File: src/rtl/cpu_pkg.sv
// Shared pipeline constants and the stage-5 writeback decode, also used by the forwarding unit.
package cpu_pkg;

    localparam logic [3:0] OP_ALU   = 4'b0000;
    localparam logic [3:0] OP_LOAD  = 4'b1000;
    localparam logic [3:0] OP_STORE = 4'b1011;
    localparam logic [3:0] OP_BR0   = 4'b0100;
    localparam logic [3:0] OP_BR1   = 4'b0101;
    localparam logic [3:0] OP_BR2   = 4'b0110;

    localparam logic [3:0] FN_MULT = 4'b0001;
    localparam logic [3:0] FN_DIV  = 4'b0010;

    localparam int OPC_HI = 15;
    localparam int OPC_LO = 12;
    localparam int OP1_HI = 11;
    localparam int OP1_LO = 8;
    localparam int OP2_HI = 7;
    localparam int OP2_LO = 4;
    localparam int FN_HI  = 3;
    localparam int FN_LO  = 0;

    typedef struct packed {
        logic       wr_p;
        logic       wr_s;
        logic [3:0] addr_p;
    } wb_dec_t;

    function automatic logic [3:0] opcode_of(input logic [15:0] ins);
        return ins[OPC_HI:OPC_LO];
    endfunction

    function automatic logic [3:0] op1_of(input logic [15:0] ins);
        return ins[OP1_HI:OP1_LO];
    endfunction

    function automatic logic [3:0] op2_of(input logic [15:0] ins);
        return ins[OP2_HI:OP2_LO];
    endfunction

    function automatic logic [3:0] funct_of(input logic [15:0] ins);
        return ins[FN_HI:FN_LO];
    endfunction

    function automatic wb_dec_t decode(input logic valid, input logic [15:0] ins);
        wb_dec_t d;
        d.wr_p   = valid && (opcode_of(ins) == OP_ALU || opcode_of(ins) == OP_LOAD);
        d.wr_s   = valid && opcode_of(ins) == OP_ALU &&
                   (funct_of(ins) == FN_MULT || funct_of(ins) == FN_DIV);
        d.addr_p = op1_of(ins);
        return d;
    endfunction

endpackage

File: src/rtl/reg_bank_16x16.sv
// Register array: primary write port, secondary R0 write port, three async reads, async clear.
module reg_bank_16x16 #(
    parameter int NREGS = 16,
    parameter int DW    = 16
) (
    input  logic          clk,
    input  logic          rst,
    input  logic          we_p,
    input  logic [3:0]    addr_p,
    input  logic [DW-1:0] data_p,
    input  logic          we_s,
    input  logic [DW-1:0] data_s,
    input  logic [3:0]    raddr1,
    input  logic [3:0]    raddr2,
    output logic [DW-1:0] rdata1,
    output logic [DW-1:0] rdata2,
    output logic [DW-1:0] rdata0
);

    logic [DW-1:0] regs [NREGS];
    logic          p_blocked;

    // Secondary R0 write has priority over a primary write to R0.
    assign p_blocked = we_s && (addr_p == '0);

    always_ff @(posedge clk or posedge rst) begin
        if (rst) begin
            for (int unsigned i = 0; i < unsigned'(NREGS); i++) begin
                regs[i] <= '0;
            end
        end else begin
            if (we_p && !p_blocked) regs[addr_p] <= data_p;
            if (we_s)               regs[0]      <= data_s;
        end
    end

    assign rdata1 = regs[raddr1];
    assign rdata2 = regs[raddr2];
    assign rdata0 = regs[0];

endmodule

File: src/rtl/writeback_regfile.sv
// Stage-5 writeback: decode, commit to reg_bank_16x16, retire counter, write flags.
// Optional macro WB_BYPASS_EN: same-cycle write-through on the read ports.
module writeback_regfile
    import cpu_pkg::*;
#(
    parameter int NREGS = 16,
    parameter int DW    = 16
) (
    input  logic          clk,
    input  logic          rst,
    input  logic          valid5,
    input  logic [15:0]   instructions5,
    input  logic [DW-1:0] mux3Out,
    input  logic [DW-1:0] r0Outs5,
    input  logic [15:0]   instruction2,
    output logic [DW-1:0] r1Data,
    output logic [DW-1:0] r2Data,
    output logic [DW-1:0] r0Data,
    output logic          wbEnP,
    output logic          wbEnS,
    output logic [15:0]   retireCount
);

    wb_dec_t       dec;
    logic          collision;
    logic          wr_p;
    logic [3:0]    raddr1;
    logic [3:0]    raddr2;
    logic [DW-1:0] bank_r1;
    logic [DW-1:0] bank_r2;
    logic [DW-1:0] bank_r0;

    assign dec       = decode(valid5, instructions5);
    assign collision = dec.wr_p && dec.wr_s && (dec.addr_p == '0);
    assign wr_p      = dec.wr_p && !collision;
    assign raddr1    = op1_of(instruction2);
    assign raddr2    = op2_of(instruction2);

    reg_bank_16x16 #(
        .NREGS (NREGS),
        .DW    (DW)
    ) u_bank (
        .clk    (clk),
        .rst    (rst),
        .we_p   (dec.wr_p),
        .addr_p (dec.addr_p),
        .data_p (mux3Out),
        .we_s   (dec.wr_s),
        .data_s (r0Outs5),
        .raddr1 (raddr1),
        .raddr2 (raddr2),
        .rdata1 (bank_r1),
        .rdata2 (bank_r2),
        .rdata0 (bank_r0)
    );

`ifdef WB_BYPASS_EN
    function automatic logic [DW-1:0] through(input logic [3:0] addr, input logic [DW-1:0] stored,
                                             input logic p, input logic s, input logic in_rst,
                                             input logic [3:0] tgt, input logic [DW-1:0] dp,
                                             input logic [DW-1:0] ds);
        if (in_rst)                  return '0;
        if (s && addr == '0)         return ds;
        if (p && addr == tgt)        return dp;
        return stored;
    endfunction

    // Reset gates the bypass so reads stay at zero while rst is held.
    always_comb begin
        r1Data = through(raddr1, bank_r1, wr_p, dec.wr_s, rst, dec.addr_p, mux3Out, r0Outs5);
        r2Data = through(raddr2, bank_r2, wr_p, dec.wr_s, rst, dec.addr_p, mux3Out, r0Outs5);
        r0Data = through(4'd0,   bank_r0, wr_p, dec.wr_s, rst, dec.addr_p, mux3Out, r0Outs5);
    end
`else
    assign r1Data = bank_r1;
    assign r2Data = bank_r2;
    assign r0Data = bank_r0;
`endif

    always_ff @(posedge clk or posedge rst) begin
        if (rst) begin
            wbEnP       <= 1'b0;
            wbEnS       <= 1'b0;
            retireCount <= '0;
        end else begin
            wbEnP <= wr_p;
            wbEnS <= dec.wr_s;
            if (valid5) retireCount <= retireCount + 16'd1;
        end
    end

endmodule

File: config.mk
export PLATFORM = sky130hd
export DESIGN_NAME = writeback_regfile
export DESIGN_NICKNAME = d
export VERILOG_FILES = /design/src/rtl/cpu_pkg.sv /design/src/rtl/reg_bank_16x16.sv /design/src/rtl/writeback_regfile.sv
export SDC_FILE = /design/constraint.sdc
export NUM_CORES = 1
export LEC_CHECK = 0
export ABC_AREA = 1
export BUFFER_PORTS_ARGS = -buffer_cell sky130_fd_sc_hd__buf_2
export CELL_PAD_IN_SITES_DETAIL_PLACEMENT = 2
export CELL_PAD_IN_SITES_GLOBAL_PLACEMENT = 2
export CORE_MARGIN = 2
export CORE_UTILIZATION = 30
export CTS_BUF_LIST = sky130_fd_sc_hd__clkbuf_8
export DETAILED_ROUTE_END_ITERATION = 16
export PLACE_DENSITY = 0.74
export RECOVER_POWER = 100
export SYNTH_ARGS = -nofsm -noshare
export SYNTH_HDL_FRONTEND = slang
export SYNTH_HIERARCHICAL = 1
export SYNTH_SLANG_ARGS = --single-unit
File: constraint.sdc
create_clock -name clk -period 9.7 [get_ports clk]
set_input_delay 1.455 -clock clk [delete_from_list [all_inputs] [get_ports clk]]
set_output_delay 1.455 -clock clk [all_outputs]
set_load 0.1 [all_outputs]
==> flow_summary.ini <==
[cells_and_area]
area_growth_pct = 8.32
fin_util_pct = 32.7
drive_gt1_share_pct = 6.68
finalInstanceArea_sq_um = 17900
final_nets = 2501

[clock_tree]
clk_pin_slew_ps = 50
cts-buffers-inserted = 54
cts.htree.levels = 2
worst_skew_pair.late_latency_ps = 660
hold_buffers = 0
ctsResizeCount = 0
cts_root_buffer = clkbuf_8
post_cts_buffers = 0
cts_sinks = 274
cts_max_path_buffers = 3
cts_tree = done

[logic_synthesis]
yosys_warnings = 6
yosys_most_used_dff = dfrtp_1
syn_nets = 2491
synth_cells = 2423
synth_enable_flop_cells = 0
yosys.area.top_type_share_pct = 41.5
yosys-top-cells-area = dfrtp_1 (41%), nand2_1 (19%), nand3_1 (15%)
synth_seq_area_share_pct = 41.5
post-synth-top-count-cell = nand2_1
syn-cell-area_sq_um = 16500
synth.top_cells.by_count = nand2_1 (854), nand3_1 (489), inv_1 (299)
synth_cell_type_count = 32
ys_ff_latch = 274
async_reset_ff_share_pct = 100
synth.avg_cell_area_sq_um = 6.82
yosysTopAreaCell = dfrtp_1

[floorplan]
core_area_sq_um = 54800
die_x_microns = 239
die_area_sq_um = 57000
ioPinCount = 133
rows = 86
die_height_microns = 239
initial_core_util_pct = 30.2

[timing]
maxSlewHeadroom_pct = -307
fin_worst_skew_ps = 5.83
final-setup-viol-count = 0
rsz0062_at_grt = false
holdWs_ps = 483
min_period_over_period_pct = 66.9
min_period_ps = 6490
drv_slew = 662
worstMarginPinSlew_ps = 6080
fmaxAchievable_ghz = 0.154
hold_violations = 0
finalWorstSetupSlack_ps = 3210
fin_setup_tns_ps = 0

[route]
met2_length_microns = 35100
dr.pass1.iters = 5
via_per_inst = 5.23
first_iter_violations = 942
drt_wl_total_microns = 70400
m1WireLength_microns = 30800
top_signal_layer_used = met4
via_count = 16606
wire_per_inst_microns = 22.2
ant_nets = 0
met3_length_microns = 2700
drc_errors = 0

[setup_path]
critPathCaptureType = asynchronous set/reset pin
startpoint = rst
regToRegSetupSlack_ps = 8240
crit_end = u_bank/regs[72]
critPathKind = input pin to asynchronous set/reset pin
startpoint_type = input pin
cp.arrival_ps = 6850
r2r_start = retireCount[0]
critPathMaxFanout = 125
ff2ff_path_depth = 6
r2r-end = retireCount[14]
required_ps = 10060

[power_and_ir_drop]
cellPowerDensity_nw_per_um2 = 187
p_leak_nw = 9.04
ir_drop_uv = 178

[global_route]
overflow = 0
grt.total_usage_pct = 24.9
grt_pass1_wl_microns = 109000
grt_pass1_vias = 18680
grt_max_degree = 126
antenna_found_initial = 1

[placement]
place_area_sq_um = 17100
gp_congestion = 0.787
dpl.hpwl_microns = 42700
dp_slack_ps = 3750
portBuffers = 120

[flow_run]
drv_cap = 16

[worst_hold_path]
holdCritPathClass = register to register
min-delay-start = u_bank/regs[63]

[status]
outcome = finished with violations
violations = max-capacitance violations, max-slew violations
[placed cells by master (no fill, tap or decap), types with 2 or more instances in the layout]
master	instances
nand2_1	855
nand3_1	500
inv_1	315
dfrtp_1	274
o21ai_0	233
clkbuf_8	70
clkbuf_1	67
buf_2	57
nor2_1	32
buf_4	16
o21ai_1	9
xnor2_1	5
nand4_1	5
xor2_1	4
inv_2	4
nor2_4	3
a21oi_1	2
nand2_2	2
nor2_2	2
clkinvlp_4	2
clkinv_2	2
inv_4	2
[state kept, by name (all words and copies together) (netlist names)]
signal	flops
wbEnS	1
retireCount	16
u_bank/regs	240
wbEnP	1
u_bank/rdata0	16
[metrics by stage]
stage,instances,power [mW]
floorplan,2423,1.99
CTS,3175,3.42
detailed placement,3081,2.21
finish,3176,3.35
global placement,3081,2.17
global route,3176,3.53
[logic make-up (layout without fill, tap and decap cells)]
logic type	Yosys count	after routing	synth area share, %
AOI/OAI and AO/OA	245	245	7.46
xor gates and xnor gates	9	9	0.477
adders and majority gates	1	1	0.0757
buffers and inverters	490	538	13.4
DFF	274	274	41.5
other	0	1	0
and+or+nand+nor	1404	1404	37.1
[metal layers]
metal	vias to the layer above	GRT usage, %
met5	-	0
met4	0	7.48
met3	108	3.01
met2	341	45.0
met1	8538	30.9
li1	7619	-
[layout make-up]
class / count / area, sq um
fillers: 6661 / 36900
multi-input cells: 1659 / 7280
flip-flops and latches: 274 / 6860
inverters: 303 / 1140
clock buffers: 70 / 963
well taps: 704 / 881
repair buffers: 141 / 662
clock inverters: 24 / 105
diodes: 1 / 2.50
[worst max-delay path: stages]
cell and delay [ps]:
clkbuf_1 90, clkinvlp_2 3350, clkbuf_2 1820
[how the worst min path moves through the flow]
stage,end,slack (ps),cells after the start
2_1_floorplan,u_bank/regs[0],450,2
3_3_place_gp,u_bank/regs[229],470,2
3_5_place_dp,u_bank/regs[4],470,2
4_1_cts,u_bank/regs[4],490,2
5_1_grt,u_bank/regs[79],510,2
6_report,u_bank/regs[63],480,2
[power breakdown]
part,switching [mW],leakage (nW),internal [mW]
Sequential,0.0751,3.72,1.25
Combinational,0.677,4.70,0.168
Clock,0.545,0.617,0.639
Total,1.30,9.04,2.06
Note: power is estimated with default switching activity, not from simulation.
